File: config.mk
export PLATFORM = sky130hd
export DESIGN_NAME = mbist_march_ctrl
export DESIGN_NICKNAME = d
export VERILOG_FILES = /design/src/rtl/mbist_march_ctrl.sv
export SDC_FILE = /design/constraint.sdc
export NUM_CORES = 1
export LEC_CHECK = 0
export BUFFER_PORTS_ARGS = -buffer_cell sky130_fd_sc_hd__buf_2
export CAP_MARGIN = 20
export CORE_ASPECT_RATIO = 0.6
export CORE_UTILIZATION = 30
export DETAILED_ROUTE_END_ITERATION = 6
export GPL_TIMING_DRIVEN = 0
export MAX_ROUTING_LAYER = met4
export PLACE_DENSITY_LB_ADDON = 0.1
export SYNTH_ARGS = -nofsm -noshare
export SYNTH_HDL_FRONTEND = slang
export SYNTH_SLANG_ARGS = --single-unit
File: constraint.sdc
create_clock -name clk -period 6.6 [get_ports clk]
set_input_delay 0.99 -clock clk [delete_from_list [all_inputs] [get_ports clk]]
set_output_delay 0.99 -clock clk [all_outputs]
set_load 0.01 [all_outputs]
File: src/rtl/mbist_march_ctrl.sv
// mbist_march_ctrl: March C- MBIST sequencer; ports clk, rst_n, start -> busy/done/fail, memory port mem_write_read/mem_address/mem_wdata/mem_rdata, optional diag fail_addr/fail_exp/fail_act/fail_count (macro MBIST_DIAG_EN)
module mbist_march_ctrl #(
  parameter int DATA_WIDTH = 8,
  parameter int ADDR_WIDTH = 8,
  parameter int CAPACITY   = 255,
  parameter int RD_LATENCY = 2
) (
  input  logic                  clk,
  input  logic                  rst_n,
  input  logic                  start,
  output logic                  busy,
  output logic                  done,
  output logic                  fail,
  output logic                  mem_write_read,
  output logic [ADDR_WIDTH-1:0] mem_address,
  output logic [DATA_WIDTH-1:0] mem_wdata,
  input  logic [DATA_WIDTH-1:0] mem_rdata
`ifdef MBIST_DIAG_EN
  ,
  output logic [ADDR_WIDTH-1:0] fail_addr,
  output logic [DATA_WIDTH-1:0] fail_exp,
  output logic [DATA_WIDTH-1:0] fail_act,
  output logic [15:0]           fail_count
`endif
);
  typedef enum logic [1:0] {IDLE, RUN, DRAIN, DONE} state_t;
  typedef struct packed {
    logic [2:0]            e;
    logic                  o;
    logic [ADDR_WIDTH-1:0] a;
  } op_t;
  localparam logic [ADDR_WIDTH-1:0] CAP = ADDR_WIDTH'(CAPACITY);
  localparam logic [ADDR_WIDTH-1:0] ONE = ADDR_WIDTH'(1);
  function automatic logic is_wr(op_t p);
    return p.e == 3'd0 || (p.e != 3'd5 && p.o);
  endfunction
  function automatic logic [DATA_WIDTH-1:0] bg(op_t p);
    return {DATA_WIDTH{(p.e == 3'd1 || p.e == 3'd3) ? p.o : ((p.e == 3'd2 || p.e == 3'd4) && !p.o)}};
  endfunction
  function automatic op_t nxt_op(op_t p);
    op_t n;
    logic up, two, up_n;
    up   = !(p.e == 3'd3 || p.e == 3'd4);
    two  = !(p.e == 3'd0 || p.e == 3'd5);
    up_n = !(p.e == 3'd2 || p.e == 3'd3);
    n = p;
    if (two && !p.o) n.o = 1'b1;
    else if (p.a != (up ? CAP : '0)) begin
      n.o = 1'b0;
      n.a = up ? p.a + ONE : p.a - ONE;
    end else begin
      n.e = p.e + 3'd1;
      n.o = 1'b0;
      n.a = up_n ? '0 : CAP;
    end
    return n;
  endfunction
  state_t                state;
  op_t                   cur, n1, n2, s1;
  logic                  last, mis;
  logic [7:0]            dcnt;
  logic [RD_LATENCY-1:0] pv;
  logic [DATA_WIDTH-1:0] pe [RD_LATENCY];
`ifdef MBIST_DIAG_EN
  logic [ADDR_WIDTH-1:0] pa [RD_LATENCY];
`endif
  always_comb begin
    n1   = nxt_op(cur);
    n2   = nxt_op(n1);
    s1   = nxt_op('0);
    last = cur.e == 3'd5 && cur.a == CAP;
    mis  = pv[RD_LATENCY-1] && mem_rdata != pe[RD_LATENCY-1];
  end
  // The read pipeline captures the op the memory samples at this edge;
  // its data arrives RD_LATENCY edges later.
  always_ff @(posedge clk or negedge rst_n) begin
    if (!rst_n) begin
      state          <= IDLE;
      cur            <= '0;
      dcnt           <= '0;
      busy           <= 1'b0;
      done           <= 1'b0;
      fail           <= 1'b0;
      mem_write_read <= 1'b0;
      mem_address    <= '0;
      mem_wdata      <= '0;
      pv             <= '0;
      for (int i = 0; i < RD_LATENCY; i++) pe[i] <= '0;
`ifdef MBIST_DIAG_EN
      for (int i = 0; i < RD_LATENCY; i++) pa[i] <= '0;
      fail_addr  <= '0;
      fail_exp   <= '0;
      fail_act   <= '0;
      fail_count <= '0;
`endif
    end else begin
      for (int i = RD_LATENCY - 1; i > 0; i--) begin
        pv[i] <= pv[i-1];
        pe[i] <= pe[i-1];
      end
      pv[0] <= state == RUN && !mem_write_read;
      pe[0] <= bg(cur);
`ifdef MBIST_DIAG_EN
      for (int i = RD_LATENCY - 1; i > 0; i--) pa[i] <= pa[i-1];
      pa[0] <= mem_address;
      if (mis) begin
        if (!fail) begin
          fail_addr <= pa[RD_LATENCY-1];
          fail_exp  <= pe[RD_LATENCY-1];
          fail_act  <= mem_rdata;
        end
        if (fail_count != 16'hFFFF) fail_count <= fail_count + 16'd1;
      end
`endif
      if (mis) fail <= 1'b1;
      case (state)
        IDLE, DONE: if (start) begin
          state          <= RUN;
          busy           <= 1'b1;
          done           <= 1'b0;
          fail           <= 1'b0;
          cur            <= '0;
          mem_write_read <= 1'b1;
          mem_address    <= '0;
          pv             <= '0;
          if (is_wr(s1)) mem_wdata <= bg(s1);
`ifdef MBIST_DIAG_EN
          fail_addr  <= '0;
          fail_exp   <= '0;
          fail_act   <= '0;
          fail_count <= '0;
`endif
        end
        RUN: if (last) begin
          state          <= DRAIN;
          dcnt           <= '0;
          mem_write_read <= 1'b0;
        end else begin
          cur            <= n1;
          mem_write_read <= is_wr(n1);
          mem_address    <= n1.a;
          if (is_wr(n2)) mem_wdata <= bg(n2);
        end
        DRAIN: if (dcnt == 8'(RD_LATENCY - 1)) begin
          state <= DONE;
          busy  <= 1'b0;
          done  <= 1'b1;
        end else dcnt <= dcnt + 8'd1;
        default: state <= IDLE;
      endcase
    end
  end
endmodule

* Yosys cells after proc, flatten, opt, wreduce, memory -nomap -nowiden *
Index checks and enable logic that the tools add are counted.

storage, ports and cells
  register bits after elaboration = 46
  bits of input ports = 11
  output and inout bits = 20
  word-level logic and storage cells = 130

cells by class
  $add $sub $neg = 5
  equality and inequality tests = 28
  multiplexer cells = 43
  reductions and logical operators = 40

operator list
  kind                                                                    number
  8-bit 2-to-1 mux                                                        12
  8-bit one-hot mux with 2 select lines                                   3
  12-bit 2-to-1 mux                                                       2
  8-bit inequality test                                                   3
  12-bit one-hot mux with 2 select lines                                  1
  8-bit by 1-bit adder with 8-bit output (second input constant)          2
  3-bit by 2-bit equality test with 1-bit output (second input constant)  5
  3-bit equality test (second input constant)                             5
  1-bit 2-to-1 mux                                                        12
  3-bit 2-to-1 mux                                                        4
  3-bit AND reduction                                                     4
  1-bit logical OR                                                        11
  2-bit 2-to-1 mux                                                        5
  2-bit inequality test (second input constant)                           5
  1-bit logical AND                                                       9
  3-bit logical NOT                                                       3
  8-bit by 1-bit equality test with 1-bit output (second input constant)  1
  8-bit equality test (second input constant)                             1
  8-bit by 1-bit subtractor with 8-bit output (second input constant)     1
  3-bit by 1-bit adder with 3-bit output (second input constant)          2
  3-bit by 1-bit equality test with 1-bit output (second input constant)  2
  1-bit logical NOT                                                       6
  3-bit inequality test (second input constant)                           2
  1-bit one-hot mux with 2 select lines                                   3
  other kinds (9)                                                         12

* Logic depth before layout (Yosys ltp) *
Gate-level depths: netlist (run 1).

  word-level depth = 19
  mapped depth = 16
  gate-level depth less buffers = 16

* Worst setup path after synthesis (run 1) *
No wires, ideal clock.

  path type = register -> register
  start point = reg cur[9] in the netlist's numbering
  end point = reg mem_wdata[6]
  setup time = 0.086 ns
  arrival time = 3.546 ns
  required time = 6.514 ns
  slack = 2.969 ns
  stages on the path, launching flop included = 15
  buffers on the path = 0
  clock period less this slack = 3.631 ns
  cell sequence = dfrtp_1 inv_1 ha_1 mux2_4 ha_1 nand3_1 nor2_1 nand3_4 mux2_2 inv_1 ha_1 mux2_4 o311a_1 a311o_1 a32oi_1

between the ends
  word-level cells in the longest chain between the ends = 19
  elaborated cells on any way between the ends = 55

ends and longest elaborated chain
  element                                                                                RTL line  source
  from (decl)                                                                            59        op_t cur, n1, n2, s1;
  from (signal assigned)                                                                 139       cur <= n1;
  3-bit by 2-bit equality test with 1-bit output or 3-bit equality test (tied branches)  43, 45
  1-bit logical OR                                                                       43        up = !(p.e == 3'd3 || p.e == 3'd4);
  8-bit 2-to-1 mux                                                                       48        else if (p.a != (up ? CAP : '0)) begin
  8-bit inequality test                                                                  48
  3-bit 2-to-1 mux                                                                       48
  3-bit 2-to-1 mux                                                                       47        if (two && !p.o) n.o = 1'b1;
  3-bit by 2-bit equality test with 1-bit output or 3-bit equality test (tied branches)  n/a
  1-bit logical OR                                                                       43
  [... 3 more ...]                                                                       n/a
  3-bit 2-to-1 mux                                                                       47
  3-bit by 2-bit equality test with 1-bit output or 3-bit equality test (tied branches)  38        return {DATA_WIDTH{(p.e == 3'd1 || p.e == 3'd3) ? p.o : ((p.e == 3'd2 || p.e == 3'd4) && !p.o)}};
  1-bit logical OR                                                                       38
  1-bit logical AND                                                                      38
  1-bit 2-to-1 mux                                                                       38
  8-bit 2-to-1 mux                                                                       142       if (is_wr(n2)) mem_wdata <= bg(n2);
  8-bit 2-to-1 mux                                                                       134       RUN: if (last) begin
  8-bit one-hot mux with 2 select lines                                                  116       case (state)
  to (signal assigned)                                                                   126       if (is_wr(s1)) mem_wdata <= bg(s1);
  to (signal assigned)                                                                   142
  to (decl)                                                                              16        output logic [DATA_WIDTH-1:0] mem_wdata,

Parallel ways exist; a longest one is shown, timed or not. The select of a mux whose other input is x is not followed.
A chain may end at the register's enable or synchronous reset.

* Final worst setup path (run 1) *
  start point = reg cur[10] in the netlist's numbering
  end point = reg mem_wdata[6]

Same word-level chain as after synthesis.

==> out/results.ini, run 1 <==
[outcome]
status=completed

[clocking]
cts_buffers=5
h-tree-depth=2
cts_sinks=31
cts_tree=built
postCtsSetupBuffers=0
path_clk_slew_ns=0.05
holdBufCountCts=0
clock_latency_ns=0.28
cts_resized=0
cts_root_buffer=clkbuf_16
clock_path_buffers=2

[setup_path]
cp-start-kind=register
cp.arrival_ns=4.49
setup.worst_path.end_class=register
ff2ff_path_depth=14
cp_max_fo=13
worst_r2r_startpoint=cur[10]
crit_required_ns=6.79
worst-r2r-setup-slack_ns=2.30
r2r-end=mem_wdata[6]
cp-startpoint=cur[10]
critPathKind=register to register

[placement]
placed_cell_area_um2=2880
dp_hpwl_um=5430
place_inst=452
place_congestion=0.920
numPortBuffers=30

[route]
vias=2480
wire_per_inst_um=15.3
drt_iter0_markers=163
drt-pass1-iter-count=5
ant_nets=0
drc=0
via_per_inst=5.39
wl_um=7050

[timing]
max_freq_mhz=233
fin_crit_ns=4.30
hold_violations=0
rsz0062_at_grt=false
slew-limit-headroom_pct=52.4
whs_ns=0.345
finalSetupViolCount=0
setup_tns_ns=0
drv_slew=0
post-route-period-util_pct=65.2
finClkSkew_ns=0.00616
worst_pin_slew_ns=0.711

[global_routing]
grtUsageMet1_pct=26.2
grt_max_degree=32
grt_util_met3_pct=4.14
antenna_found_initial=0
grt_overflow=0
grt_pass1_wl_um=11500
busiest_layer=met1
grt_util_all_layers_pct=17.5
grt_pass1_vias=2201
met2_usage_pct=22.3

[power_and_ir_drop]
cellPowerDensity_nw_per_um2=271
peakVddDrop_mv=0.118
power_mw=0.819
leakage_nw=1.37

[cells_and_area]
regArea_um2=776
multi_input_area_um2=1610
syn2layout_area_growth_pct=16.3
final_nets=382
drive_above_1_share_pct=17.9
diodes=0
fin_cells=460
fillers=858
layout_common_cells=buf_2, dfrtp_1, nor2_1
fin_area_um2=3020

[floorplanning]
die_y_um=74.1
io_pins=31
core_um2=8130
dieArea_um2=9050
rows=25
die_w_um=122
start_util_pct=32.0

[synthesis]
synthFlopType=dfrtp_1
synth_mux_area_share_pct=4.09
synth_fp_nets=345
yosysSeqAreaShare_pct=29.9
synth_edf_count=0
synth_area_um2=2600
synth_top_family_by_area=compound AO/OA/AOI/OAI gates
synth_cells=314
synthArstFlopShare_pct=100
ys_ff_latch=31
synth-compound-area-share_pct=24.3
yosysWarningCount=0
synthXorXnorAreaFrac_pct=2.70
synthAdderAreaFrac_pct=9.92
synth_cell_types=58
yosys.area_share.simple_pct=20.8
avgSynthCellArea_um2=8.28

[hold_path]
hold_path_end=pe[0]
holdCritStartpoint=pe[8]
hold_depth=0
worstHoldPathType=register to register

[run]
cap_violations=0

## where the power goes
part	switching, mW	total, mW	internal [mW]	leakage, nW
combinational	0.230	0.353	0.123	0.891
clock	0.0779	0.217	0.139	0.0679
sequential	0.0287	0.250	0.221	0.414
## how the worst max path moves through the flow
stage | to | cells after the start
2_1_floorplan | mem_wdata[6] | 14
3_3_place_gp | mem_wdata[6] | 14
3_5_place_dp | mem_wdata[6] | 14
4_1_cts | mem_wdata[6] | 14
5_1_grt | mem_wdata[6] | 14
6_report | mem_wdata[6] | 14
## cell usage after synthesis, drive strengths merged, types with 7 or more instances
cell | number | share of area (%)
nand2 | 22 | 3.2
buf | 16 | 4.5
nor3 | 13 | 2.5
clkbuf | 8 | 1.2
inv | 18 | 2.6
dfrtp | 31 | 30
a21oi | 27 | 5.2
a21o | 7 | 2.0
o21ai | 23 | 4.4
nor2 | 30 | 4.3
nand3 | 13 | 3.0
ha | 19 | 9.1
## critical path: stages, from the launching register on
cell and delay (ns):
dfrtp_1 0.45, inv_1 0.13, ha_1 0.23, mux2_4 0.36, ha_1 0.42, nand3_1 0.20
nor2_1 0.38, nand3_4 0.17, xnor2_1 0.40, inv_1 0.11, ha_1 0.25, o41ai_1 0.47
nand4_1 0.19, a311o_1 0.30, a32oi_1 0.15
## layout make-up
cell class	count	area share [%]
clock buffers	7	4.39
multi-input cells	241	53.2
clock inverters	1	0.166
repair buffers	30	4.97
plain buffers	24	4.89
well taps	108	4.47
flip-flops and latches	31	25.7
inverters	18	2.24
## logic make-up (layout without fill, tap and decap cells)
logic type | after synthesis | in the layout
mux | 8 | 8
compound gates | 97 | 97
simple gates | 108 | 108
fa+ha+maj | 20 | 20
xor+xnor | 8 | 8
buf+inv | 42 | 80
flops | 31 | 31
## state kept, by name, indices dropped and copies added (netlist names)
| name | cells |
|---|---|
| pv | 2 |
| done | 1 |
| mem_address | 8 |
| dcnt | 8 |
| state | 2 |
| busy | 1 |
| cur | 4 |
| fail | 1 |
| mem_write_read | 1 |
| pe | 2 |
| mem_wdata | 1 |
## metrics by stage
stage               util [%]  worst slack, ns
global placement        35.5             2.44
finish                  37.2             2.30
CTS                     37.2             2.38
global route            37.2             1.87
detailed placement      35.5             2.42
floorplan                  -             2.97
## layer usage
layer | up-vias | wire (um)
met3 | 7 | 592
met2 | 95 | 2480
met4 | 0 | 80
met1 | 1166 | 3900
li1 | 1212 | -
met5 | - | 0
Note: power is estimated with default switching activity, not from simulation.
==> run 2, diff against run 1 <==
==> constraint.sdc (replaced) <==
create_clock -name clk -period 3.6 [get_ports clk]
set_input_delay 0.54 -clock clk [delete_from_list [all_inputs] [get_ports clk]]
set_output_delay 0.54 -clock clk [all_outputs]
set_load 0.01 [all_outputs]
==> out/results.ini, run 2 (synthesis gave the netlist of run 1 again) <==
[outcome]
status=completed

[placement]
numPortBuffers=30
dp_hpwl_um=5450
place_congestion=0.957
pre_cts_ws_ns=-0.514
place_inst=452
placed_cell_area_um2=2890

[timing]
finalSetupViolCount=0
worst_pin_slew_ns=0.766
fin_crit_ns=3.54
max_freq_mhz=282
slew-limit-headroom_pct=48.7
post-route-period-util_pct=98.4
hold_violations=0
setup_tns_ns=0
rsz0062_at_grt=true
drv_slew=0
layout_setup_ws_ns=0.0577
finClkSkew_ns=0.00622

[clocking]
cts_sinks=31
h-tree-depth=2
cts_buffers=5
path_clk_slew_ns=0.06
cts_root_buffer=clkbuf_16
clock_latency_ns=0.28
cts_tree=built
clock_path_buffers=2

[global_routing]
grt_pass1_wl_um=12300
antenna_found_initial=0
grt_util_all_layers_pct=18.5
grt_pass1_vias=2307
grt_max_degree=32
grt_overflow=0

[setup_path]
path_cells=inv_4 -> ha_4 -> mux2_4 -> ha_4 -> nand3_2 -> a21oi_2 -> mux2_4 -> or4b_4 -> o211a_1 -> or4_1 -> o21ai_0 -> a32oi_1
slowest_delay_ns=0.52
cp_max_fo=8
critPathKind=register to register
cp_top_family=simple AND/OR/NAND/NOR gates
ff2ff_path_depth=12
cp-start-kind=register
cp.arrival_ns=3.69
worstSetupPathDepth=12
crit_required_ns=3.74
setup.worst_path.end_class=register
cpMaxStageDelayCell=or4b_4
worst-path-buf-inv=1

[cells_and_area]
syn2layout_area_growth_pct=35.0
fillers=808
layout_common_cells=buf_4, buf_2, nor2_1, dfrtp_1, a21oi_1
fin_cells=483
fin_area_um2=3510
diodes=0
top_regs=dcnt: 8 flops, mem_address: 8 flops, cur: 4 flops
final_nets=405
final_common_cell=buf_4
drive_above_1_share_pct=33.3

[floorplanning]
dieArea_um2=9050
rows=25
die_y_um=74.1
start_util_pct=32.0
io_pins=31
die_w_um=122
core_um2=8130

[hold_path]
worstHoldPathType=input pin to async pin

[power_and_ir_drop]
peakVddDrop_mv=0.194
leakage_nw=1.52
power_mw=1.60
cellPowerDensity_nw_per_um2=456

[route]
drc=0
via_per_inst=5.27
vias=2547
drt_iter0_markers=219
wire_per_inst_um=16.2
ant_nets=0
wl_um=7810
drt-pass1-iter-count=4

[run]
cap_violations=0

[run 2: cell count changes in the layout (fill, tap and decap cells not counted), moves of 4 or more]
cell / before / now
inv_1: 18 / 13
ha_1: 19 / 9
buf_4: 15 / 38
ha_4: 0 / 10
a21oi_2: 0 / 4
a21oi_1: 27 / 23
[run 2: layout make-up]
| class | count | area, um2 | area share [%] |
|---|---|---|---|
| multi-input cells | 241 | 1890 | 53.9 |
| flip-flops and latches | 31 | 778 | 22.2 |
| repair buffers | 53 | 323 | 9.20 |
| clock buffers | 7 | 153 | 4.35 |
| plain buffers | 24 | 148 | 4.21 |
| well taps | 108 | 135 | 3.85 |
| inverters | 18 | 72.6 | 2.07 |
| clock inverters | 1 | 7.51 | 0.214 |
[run 2: worst paths after layout]
check                         from  slack (ns)      endpoint
setup / recovery           cur[10]        0.06  mem_wdata[6]
max in group asynchronous    rst_n        2.78        cur[9]
hold / removal               rst_n        0.31       dcnt[3]
setup reg to reg           cur[10]        0.06  mem_wdata[6]
hold reg to reg              pe[8]        0.35         pe[0]
min in group clk             pe[8]        0.35         pe[0]
[run 2: timing repair]
action / 4_1_cts / 5_1_grt
pin swaps: 3 / 17
setup endpoints to repair: 2 / 1
resized for setup: 29 / 26
endpoints found under the hold margin: 0 / 0
hold buffers: 0 / 0
setup buffers: 8 / 15
[run 2: through the flow]
step	hold WS (ns)	utilization, %
6_report	0.309	43.1
5_1_grt	0.371	43.1
4_1_cts	0.347	40.4
3_5_place_dp	0.335	35.5
3_3_place_gp	0.334	35.5
2_1_floorplan	0.244	-
[run 2: worst register-to-register path: stages, from the launching register on]
cell,delay (ns)
dfrtp_2,0.45
inv_4,0.07
ha_4,0.16
mux2_4,0.36
ha_4,0.36
nand3_2,0.11
a21oi_2,0.20
mux2_4,0.33
or4b_4,0.52
o211a_1,0.16
or4_1,0.49
o21ai_0,0.09
a32oi_1,0.12
[run 2: power breakdown]
part | total, mW | leakage [nW] | switching (mW) | internal (mW)
clock network | 0.448 | 0.0761 | 0.154 | 0.294
logic | 0.689 | 1.03 | 0.442 | 0.247
registers | 0.463 | 0.411 | 0.0583 | 0.404
[run 2: per-layer routing]
metal | up-vias | GRT usage [%] | part of all wire, %
li1 | 1261 | - | -
met1 | 1193 | 28.4 | 54
met2 | 85 | 23.6 | 38
met3 | 8 | 4.29 | 7.2
met4 | 0 | 3.93 | 0.68
met5 | - | - | 0
